===== src/rtl/axi_master_arbiter_if.sv =====
// Bundles the requester command/response signals and the single-beat master
// command port shared by axi_master_arbiter.
//   req_valid/req_write/req_addr/req_wdata : per-requester commands (packed)
//   req_ready/rsp_valid                    : one-hot accept / completion pulses
//   rsp_rdata/rsp_err                      : response payload, valid with rsp_valid
//   busy                                   : arbiter not idle
//   mst_*                                  : start/done handshake to the master
// Modports: slave = arbiter side, master = requesters plus the master engine.
interface axi_master_arbiter_if #(
  parameter int unsigned NUM_REQ    = 2,
  parameter int unsigned ADDR_WIDTH = 32,
  parameter int unsigned DATA_WIDTH = 32
);
  logic [NUM_REQ-1:0]            req_valid;
  logic [NUM_REQ-1:0]            req_write;
  logic [NUM_REQ*ADDR_WIDTH-1:0] req_addr;
  logic [NUM_REQ*DATA_WIDTH-1:0] req_wdata;
  logic [NUM_REQ-1:0]            req_ready;
  logic [NUM_REQ-1:0]            rsp_valid;
  logic [DATA_WIDTH-1:0]         rsp_rdata;
  logic                          rsp_err;
  logic                          busy;
  logic [ADDR_WIDTH-1:0]         mst_addr;
  logic [DATA_WIDTH-1:0]         mst_write_data;
  logic                          mst_start_write;
  logic                          mst_start_read;
  logic                          mst_done;
  logic [DATA_WIDTH-1:0]         mst_read_data;

  modport slave (
    input  req_valid, req_write, req_addr, req_wdata, mst_done, mst_read_data,
    output req_ready, rsp_valid, rsp_rdata, rsp_err, busy,
           mst_addr, mst_write_data, mst_start_write, mst_start_read
  );

  modport master (
    output req_valid, req_write, req_addr, req_wdata, mst_done, mst_read_data,
    input  req_ready, rsp_valid, rsp_rdata, rsp_err, busy,
           mst_addr, mst_write_data, mst_start_write, mst_start_read
  );
endinterface


===== src/rtl/axi_master_arbiter.sv =====
// Round-robin arbiter sharing one single-beat master command port between
// NUM_REQ requesters. One transaction in flight; the master is driven with a
// one-cycle start pulse and completion is detected as done falling then
// rising again. A bounded wait produces an error response.
// Ports:
//   M_AXI_ACLK    : clock
//   M_AXI_ARESETN : asynchronous active-low reset
//   bus           : axi_master_arbiter_if.slave (requesters + master handshake)
module axi_master_arbiter #(
  parameter int unsigned NUM_REQ        = 2,
  parameter int unsigned ADDR_WIDTH     = 32,
  parameter int unsigned DATA_WIDTH     = 32,
  parameter int unsigned TIMEOUT_CYCLES = 1024
) (
  input  logic                 M_AXI_ACLK,
  input  logic                 M_AXI_ARESETN,
  axi_master_arbiter_if.slave  bus
);

  localparam int unsigned GW = (NUM_REQ > 1) ? $clog2(NUM_REQ) : 1;
  localparam int unsigned TW = (TIMEOUT_CYCLES > 0) ? $clog2(TIMEOUT_CYCLES + 1) : 1;
  localparam logic [GW-1:0]      LAST_IDX = GW'(NUM_REQ - 1);
  localparam logic [TW-1:0]      TMO_MAX  = TW'(TIMEOUT_CYCLES);
  localparam logic [NUM_REQ-1:0] ONE_HOT0 = NUM_REQ'(1);

  typedef enum logic [1:0] {IDLE, ISSUE, WAIT_LOW, WAIT_HIGH} state_e;

  state_e                 state_q,      state_d;
  logic [GW-1:0]          last_grant_q, last_grant_d;
  logic [GW-1:0]          win_q,        win_d;
  logic                   write_q,      write_d;
  logic [ADDR_WIDTH-1:0]  addr_q,       addr_d;
  logic [DATA_WIDTH-1:0]  wdata_q,      wdata_d;
  logic [NUM_REQ-1:0]     req_ready_q,  req_ready_d;
  logic [NUM_REQ-1:0]     rsp_valid_q,  rsp_valid_d;
  logic [DATA_WIDTH-1:0]  rsp_rdata_q,  rsp_rdata_d;
  logic                   rsp_err_q,    rsp_err_d;
  logic                   start_wr_q,   start_wr_d;
  logic                   start_rd_q,   start_rd_d;
  logic [TW-1:0]          tmo_q,        tmo_d;
  logic                   busy_q;

  logic                   pick_vld;
  logic [GW-1:0]          pick_idx;
  logic [TW-1:0]          tmo_inc;
  logic                   tmo_hit;

  // Round-robin search starting just after the last granted requester.
  always_comb begin
    pick_vld = 1'b0;
    pick_idx = '0;
    for (int unsigned k = 1; k <= NUM_REQ; k++) begin
      if (!pick_vld && bus.req_valid[GW'((32'(last_grant_q) + k) % NUM_REQ)]) begin
        pick_vld = 1'b1;
        pick_idx = GW'((32'(last_grant_q) + k) % NUM_REQ);
      end
    end
  end

  // Saturating wait counter; a disabled timeout never fires.
  assign tmo_inc = (tmo_q == '1) ? tmo_q : tmo_q + TW'(1);
  assign tmo_hit = (TIMEOUT_CYCLES != 0) && (tmo_inc == TMO_MAX);

  // Next-state and registered-output logic.
  always_comb begin
    state_d      = state_q;
    last_grant_d = last_grant_q;
    win_d        = win_q;
    write_d      = write_q;
    addr_d       = addr_q;
    wdata_d      = wdata_q;
    req_ready_d  = '0;
    rsp_valid_d  = '0;
    rsp_rdata_d  = rsp_rdata_q;
    rsp_err_d    = rsp_err_q;
    start_wr_d   = 1'b0;
    start_rd_d   = 1'b0;
    tmo_d        = tmo_q;

    unique case (state_q)
      IDLE: begin
        // A low done means the master is busy with someone else's command.
        if (bus.mst_done && pick_vld) begin
          win_d       = pick_idx;
          write_d     = bus.req_write[pick_idx];
          addr_d      = bus.req_addr[32'(pick_idx) * ADDR_WIDTH +: ADDR_WIDTH];
          wdata_d     = bus.req_wdata[32'(pick_idx) * DATA_WIDTH +: DATA_WIDTH];
          req_ready_d = ONE_HOT0 << pick_idx;
          state_d     = ISSUE;
        end
      end
      ISSUE: begin
        start_wr_d = write_q;
        start_rd_d = !write_q;
        tmo_d      = '0;
        state_d    = WAIT_LOW;
      end
      WAIT_LOW, WAIT_HIGH: begin
        // A genuine completion wins over a simultaneous timeout.
        if (state_q == WAIT_HIGH && bus.mst_done) begin
          rsp_rdata_d  = write_q ? '0 : bus.mst_read_data;
          rsp_err_d    = 1'b0;
          rsp_valid_d  = ONE_HOT0 << win_q;
          last_grant_d = win_q;
          state_d      = IDLE;
        end else if (tmo_hit) begin
          rsp_rdata_d  = '0;
          rsp_err_d    = 1'b1;
          rsp_valid_d  = ONE_HOT0 << win_q;
          last_grant_d = win_q;
          tmo_d        = tmo_inc;
          state_d      = IDLE;
        end else begin
          tmo_d = tmo_inc;
          if (state_q == WAIT_LOW && !bus.mst_done) begin
            state_d = WAIT_HIGH;
          end
        end
      end
      default: state_d = IDLE;
    endcase
  end

  // State and output registers.
  always_ff @(posedge M_AXI_ACLK or negedge M_AXI_ARESETN) begin
    if (!M_AXI_ARESETN) begin
      state_q      <= IDLE;
      last_grant_q <= LAST_IDX;
      win_q        <= '0;
      write_q      <= 1'b0;
      addr_q       <= '0;
      wdata_q      <= '0;
      req_ready_q  <= '0;
      rsp_valid_q  <= '0;
      rsp_rdata_q  <= '0;
      rsp_err_q    <= 1'b0;
      start_wr_q   <= 1'b0;
      start_rd_q   <= 1'b0;
      tmo_q        <= '0;
      busy_q       <= 1'b0;
    end else begin
      state_q      <= state_d;
      last_grant_q <= last_grant_d;
      win_q        <= win_d;
      write_q      <= write_d;
      addr_q       <= addr_d;
      wdata_q      <= wdata_d;
      req_ready_q  <= req_ready_d;
      rsp_valid_q  <= rsp_valid_d;
      rsp_rdata_q  <= rsp_rdata_d;
      rsp_err_q    <= rsp_err_d;
      start_wr_q   <= start_wr_d;
      start_rd_q   <= start_rd_d;
      tmo_q        <= tmo_d;
      busy_q       <= (state_d != IDLE);
    end
  end

  assign bus.req_ready       = req_ready_q;
  assign bus.rsp_valid       = rsp_valid_q;
  assign bus.rsp_rdata       = rsp_rdata_q;
  assign bus.rsp_err         = rsp_err_q;
  assign bus.busy            = busy_q;
  assign bus.mst_addr        = addr_q;
  assign bus.mst_write_data  = wdata_q;
  assign bus.mst_start_write = start_wr_q;
  assign bus.mst_start_read  = start_rd_q;

endmodule


===== src/flat_wrapper.sv =====
// flat-port wrapper written by rule: the top's interface ports become plain ports
module axi_master_arbiter_flat 
#(
  parameter int unsigned NUM_REQ        = 2,
  parameter int unsigned ADDR_WIDTH     = 32,
  parameter int unsigned DATA_WIDTH     = 32,
  parameter int unsigned TIMEOUT_CYCLES = 1024
)
  (M_AXI_ACLK, M_AXI_ARESETN, bus_req_valid, bus_req_write, bus_req_addr, bus_req_wdata, bus_mst_done, bus_mst_read_data, bus_req_ready, bus_rsp_valid, bus_rsp_rdata, bus_rsp_err, bus_busy, bus_mst_addr, bus_mst_write_data, bus_mst_start_write, bus_mst_start_read);
  axi_master_arbiter_if #(.NUM_REQ(NUM_REQ), .ADDR_WIDTH(ADDR_WIDTH), .DATA_WIDTH(DATA_WIDTH)) bus_i ();
  input  logic M_AXI_ACLK;
  input  logic M_AXI_ARESETN;
  input wire logic [$bits(bus_i.req_valid)-1:0] bus_req_valid;
  input wire logic [$bits(bus_i.req_write)-1:0] bus_req_write;
  input wire logic [$bits(bus_i.req_addr)-1:0] bus_req_addr;
  input wire logic [$bits(bus_i.req_wdata)-1:0] bus_req_wdata;
  input wire logic [$bits(bus_i.mst_done)-1:0] bus_mst_done;
  input wire logic [$bits(bus_i.mst_read_data)-1:0] bus_mst_read_data;
  output wire logic [$bits(bus_i.req_ready)-1:0] bus_req_ready;
  output wire logic [$bits(bus_i.rsp_valid)-1:0] bus_rsp_valid;
  output wire logic [$bits(bus_i.rsp_rdata)-1:0] bus_rsp_rdata;
  output wire logic [$bits(bus_i.rsp_err)-1:0] bus_rsp_err;
  output wire logic [$bits(bus_i.busy)-1:0] bus_busy;
  output wire logic [$bits(bus_i.mst_addr)-1:0] bus_mst_addr;
  output wire logic [$bits(bus_i.mst_write_data)-1:0] bus_mst_write_data;
  output wire logic [$bits(bus_i.mst_start_write)-1:0] bus_mst_start_write;
  output wire logic [$bits(bus_i.mst_start_read)-1:0] bus_mst_start_read;
  assign bus_i.req_valid = bus_req_valid;
  assign bus_i.req_write = bus_req_write;
  assign bus_i.req_addr = bus_req_addr;
  assign bus_i.req_wdata = bus_req_wdata;
  assign bus_i.mst_done = bus_mst_done;
  assign bus_i.mst_read_data = bus_mst_read_data;
  assign bus_req_ready = bus_i.req_ready;
  assign bus_rsp_valid = bus_i.rsp_valid;
  assign bus_rsp_rdata = bus_i.rsp_rdata;
  assign bus_rsp_err = bus_i.rsp_err;
  assign bus_busy = bus_i.busy;
  assign bus_mst_addr = bus_i.mst_addr;
  assign bus_mst_write_data = bus_i.mst_write_data;
  assign bus_mst_start_write = bus_i.mst_start_write;
  assign bus_mst_start_read = bus_i.mst_start_read;
  axi_master_arbiter #(.NUM_REQ(NUM_REQ), .ADDR_WIDTH(ADDR_WIDTH), .DATA_WIDTH(DATA_WIDTH), .TIMEOUT_CYCLES(TIMEOUT_CYCLES)) u_core (.M_AXI_ACLK(M_AXI_ACLK), .M_AXI_ARESETN(M_AXI_ARESETN), .bus(bus_i));
endmodule

===== config.mk =====
export PLATFORM = sky130hd
export DESIGN_NAME = axi_master_arbiter_flat
export DESIGN_NICKNAME = d
export VERILOG_FILES = /design/src/rtl/axi_master_arbiter_if.sv /design/src/rtl/axi_master_arbiter.sv /design/src/flat_wrapper.sv
export SDC_FILE = /design/constraint.sdc
export NUM_CORES = 1
export LEC_CHECK = 0
export BUFFER_PORTS_ARGS = -buffer_cell sky130_fd_sc_hd__buf_2
export CELL_PAD_IN_SITES_DETAIL_PLACEMENT = 0
export CELL_PAD_IN_SITES_GLOBAL_PLACEMENT = 1
export CORE_AREA = 2 2 152 154
export CTS_CLUSTER_DIAMETER = 30
export CTS_CLUSTER_SIZE = 14
export DETAILED_ROUTE_END_ITERATION = 10
export DIE_AREA = 0 0 154 156
export PLACE_DENSITY_LB_ADDON = 0.1
export RECOVER_POWER = 25
export SLEW_MARGIN = 10
export SYNTH_ARGS = -nofsm -noshare
export SYNTH_HDL_FRONTEND = slang
export SYNTH_SLANG_ARGS = --single-unit

===== constraint.sdc =====
create_clock -name M_AXI_ACLK -period 7.3 [get_ports M_AXI_ACLK]
set_input_delay 0.73 -clock M_AXI_ACLK [delete_from_list [all_inputs] [get_ports M_AXI_ACLK]]
set_output_delay 0.73 -clock M_AXI_ACLK [all_outputs]
set_load 0.01 [all_outputs]

# [Word level (Yosys, flattened, before mapping)]
# Index checks and enable logic that the tools add are counted.
[classes] shifts=4 n_reduce_logical=15 n_lt_le_gt_ge=3 muxes=32 addsub=3 eq_ne=6
[op_table] cell="$shiftx 64x7->32" n=2
[op_table] cell="$mux 32" n=3
[op_table] cell="$eq 11x11->1 const B" n=2
[op_table] cell="$mux 11" n=2
[op_table] cell="$pmux 11 s2" n=1
[op_table] cell="$mux 2" n=9
[op_table] cell="$mux 1" n=16
[op_table] cell="$add 11x1->11 const B" n=1
[op_table] cell="$lt 1x2->1 const B" n=3
[op_table] cell="$pmux 2 s3" n=1
[op_table] cell="$reduce_and 2->1" n=3
[op_table] cell="$reduce_bool 2->1" n=3
[op_table] cell="$eq 2x2->1 const B" n=2
[op_table] cell="$logic_and 1x1->1" n=4
[op_table] cell="$shl 1x1->2 const A" n=2
[op_table] cell="$logic_not 1->1" n=3
[op_table] cell="$add 1x1->1 const B" n=2
[op_table] cell="$eq 2x1->1 const B" n=1
[op_table] cell="$logic_not 2->1" n=1
[op_table] cell="$ne 2x2->1 const B" n=1
[op_table] cell="$reduce_or 2->1" n=1
[totals] elab_cells=77 inputBits=167 regBits=120

# [Logic depth before layout (Yosys ltp)]
[depth] ltp_word=11 mapped_depth=9

# [Least setup slack after synthesis]
# No wires, ideal clock.
[synth_path] path_kind="reg-to-reg" start="register u_core.tmo_q[0]" end="register u_core.rsp_rdata_q[10], in the netlist u_core.bus.rsp_rdata[10]" path_slack_ps=4985 t_arrival_ps=2194 setup_ps=121 path_buffers=1 stages_incl_launch_ff=9 cell_sequence="dfrtp_1 > ha_1 > or4_4 > o31ai_2 > nand4_2 > a2111oi_4 > o21ai_4 > buf_6 > a22o_1"
[synth_via] elab_chain_len=5 word_cells_on_any_way=6 cone_classes="add/sub: 1; eq/ne: 2; mux: 1; reduce/logical: 2"
[synth_lines] element="start, declared" line="axi_master_arbiter.sv:40" source="logic [TW-1:0] tmo_q, tmo_d;"
[synth_lines] element="start signal, assigned" line="axi_master_arbiter.sv:154" source="tmo_q <= tmo_d;"
[synth_lines] element="$add 11x1->11 or $eq 11x11->1 (tied branches)" line="axi_master_arbiter.sv:61" source="assign tmo_inc = (tmo_q == '1) ? tmo_q : tmo_q + TW'(1);"
[synth_lines] element="$mux 11 *" line="axi_master_arbiter.sv:61"
[synth_lines] element="$eq 11x11->1 *" line="axi_master_arbiter.sv:62" source="assign tmo_hit = (TIMEOUT_CYCLES != 0) && (tmo_inc == TMO_MAX);"
[synth_lines] element="$reduce_bool 2->1 (no source line) *"
[synth_lines] element="$reduce_and 2->1 (no source line) *"
[synth_lines] element="end signal, assigned" line="axi_master_arbiter.sv:150" source="rsp_rdata_q <= rsp_rdata_d;"
[synth_lines] element="end, declared" line="axi_master_arbiter.sv:36" source="logic [DATA_WIDTH-1:0] rsp_rdata_q, rsp_rdata_d;"
# Every way passes the cells marked *; elsewhere a longest branch is shown, timed or not.
# A chain may end at the register's enable or synchronous reset.

==> results.ini <==
[global_routing]
first_global_vias=5040
grt_antenna_before_repair=4
overflow=0
grt_max_degree=99
grt_pass1_wl_um=27500
grt_util_all_layers=0.147

[die]
floorplan.initialDensity=0.247
dieArea_um2=24000
io_pins=271
placementRows=55
dieWidth_um=154
core_um2=22400
dieHeight_um=156

[clock_tree]
root_buffer=clkbuf_16
cts_hold_buf=0
cts.sinks=120
clock_path_buffers=2
ctsResizeCount=0
cts_tree=yes
clock_latency_ns=0.41
h-tree-depth=4
cts_buffers=17
path_clk_slew_ns=0.06
post_cts_buffers=0

[drt]
drt_iter0_drc=249
wirelength_um=17600
wl_per_cell_um=16.4
via_per_inst=4.53
vias=4863
final_antenna_net_count=0
route.detailed.drc=0
firstDrtPassIters=4

[final_layout]
area_growth_pct=38.0
register_area_um2=3000
finalNonFillerCells=1073
layout.nets=943
drive_gt1_frac=0.360
multi_input_area_um2=2320
nFillCells=2302

[critical_path]
r2r_cells=6
cp.arrival_ns=3.70
cp_num_buf_inv=2
crit_chain=clkbuf_1 -> buf_4
critPathCaptureType=asynchronous set/reset pin
rr_endpoint=u_core.win_q
critPathMaxFanout=75
rrSetupSlack_ns=4.38
cp-start-kind=primary input
reg2reg_from=u_core.state_q[1]
slowest_delay_ns=1.85
worstPathRequired_ns=7.67
cp_top_family=buffers and inverters
criticalPathCategory=in2async
cpMaxStageDelayCell=clkbuf_1

[synthesis]
yosysTopAreaCellShare=0.539
syn-num-nets=691
synth_seq_cells=120
synth_edf_count=0
ys_async_sr_fraction=1.00
synth.most_common_cell=dfrtp_1
synth.area.top_cells=dfrtp_1 54%, mux2i_1 12%, o21ai_0 7.1%
synth_area_per_cell_um2=10.6
ys.flop_type=dfrtp_1
synth-warning-count=0
ys_types=52
syn_inst=523
yosys.area.top_type=dfrtp_1
synth_area_um2=5520
synth_seq_area_share=0.544
synthTopCellsByCount=119 x dfrtp_1, 79 x nand2_1, 78 x o21ai_0

[sta]
finalMaxSlewViolations=47
post-route-period-util=0.456
timing.final.hold_violations=0
rsz0062_at_grt=no
slew-limit-headroom=-0.775
tns_ns=0
tightest_slew_ns=2.66
setup_viol=0
fmax_mhz=300
fin_skew_ns=0.00742
period_minus_slack_ns=3.33

[placed_design]
gp_congestion=0.797
placedCellCount=1041
port_buffers=270
hpwl_um=12600

[power_and_ir_drop]
leakage_nw=3.82
powerDensity_nw_per_um2=379
vdd_drop_max_v=0.000116

[worst_hold_path]
hold_end=u_core.bus.mst_addr[5]
worstHoldPathCells=2
min_path_type=reg2reg
worstHoldStart=u_core.bus.mst_addr[5]

[status]
violations=max-capacitance violations, max-slew violations
status=finished, violations left

[flow_run]
drv_cap=1

[state kept, by name, summed over array words and instances (netlist names)]
signal	flops
u_core.bus.mst_start_write	1
u_core.bus.rsp_valid	2
u_core.bus.mst_start_read	1
u_core.bus.mst_write_data	32
u_core.write_q	1
u_core.last_grant_q	1
u_core.tmo_q	11
u_core.bus.req_ready	2
u_core.bus.rsp_err	1
u_core.bus.busy	1
u_core.win_q	1
u_core.state_q	2
u_core.bus.mst_addr	32
u_core.bus.rsp_rdata	32
[metal layers]
layer,vias to the layer above,global-route usage,part of all wire,routed length (µm)
met1,2273,0.172,0.41,7150
met2,180,0.254,0.50,8810
li1,2385,-,-,-
met3,23,0.0519,0.073,1280
met4,2,0.0467,0.018,320
met5,-,0,0.00063,11
[per-stage QoR]
step	setup slack (ns)	total power, mW	hold slack [ns]	utilization	instance area (µm²)
floorplan	4.99	1.66	0.434	-	5520
global placement	4.30	2.10	0.460	0.317	7090
detailed placement	4.33	2.11	0.465	0.317	7090
CTS	4.30	2.97	0.351	0.343	7670
global route	3.32	3.10	0.497	0.341	7620
finish	3.97	2.89	0.472	0.341	7620
[cells in the final DEF, fill, tap and decap left out, types with 7 or more instances in the layout]
master	instances
buf_2	229
dfrtp_1	119
nand2_1	79
o21ai_0	78
mux2i_1	67
clkbuf_1	41
a22o_1	26
nor2_1	19
clkbuf_16	17
a21oi_1	15
nand3_1	7
[how the worst max path moves through the flow]
stage	from	endpoint	slack, ns	cells after the start
after global placement	u_core.state_q[1]	u_core.win_q	4.30	6
after detailed placement	u_core.state_q[1]	u_core.win_q	4.33	6
final	M_AXI_ARESETN	u_core.bus.req_ready[1]	3.97	2
after global routing	M_AXI_ARESETN	u_core.bus.req_ready[1]	3.32	2
after CTS	u_core.state_q[1]	u_core.win_q	4.30	6
after floorplan	u_core.tmo_q[0]	u_core.bus.rsp_rdata[10]	4.99	8
[final cells by class]
type / instances / share of cell area
sequential: 120 / 0.394
inverter: 5 / 0.00246
multi-input combinational: 356 / 0.304
antenna: 1 / 0.000328
tap: 285 / 0.0468
clock buffer: 18 / 0.0576
timing repair buffer: 275 / 0.176
clock inverter: 13 / 0.0189
[logic make-up (layout without fill, tap and decap cells)]
| logic type | after synthesis | in the layout | share of synthesized area |
|---|---|---|---|
| compound gates | 155 | 155 | 0.183 |
| xor+xnor | 1 | 1 | 0.00159 |
| fa+ha+maj | 1 | 1 | 0.00227 |
| buf+inv | 47 | 311 | 0.0392 |
| flops | 120 | 120 | 0.544 |
| mux | 68 | 68 | 0.123 |
| other cells | 0 | 1 | 0 |
| simple gates | 131 | 131 | 0.106 |
[power breakdown]
| group | switching (mW) | leakage [nW] | internal (mW) |
|---|---|---|---|
| logic | 0.534 | 2.02 | 0.400 |
| registers | 0.187 | 1.53 | 0.931 |
| clock network | 0.323 | 0.276 | 0.513 |
| total | 1.04 | 3.82 | 1.84 |
(Power assumes the default switching activity.)
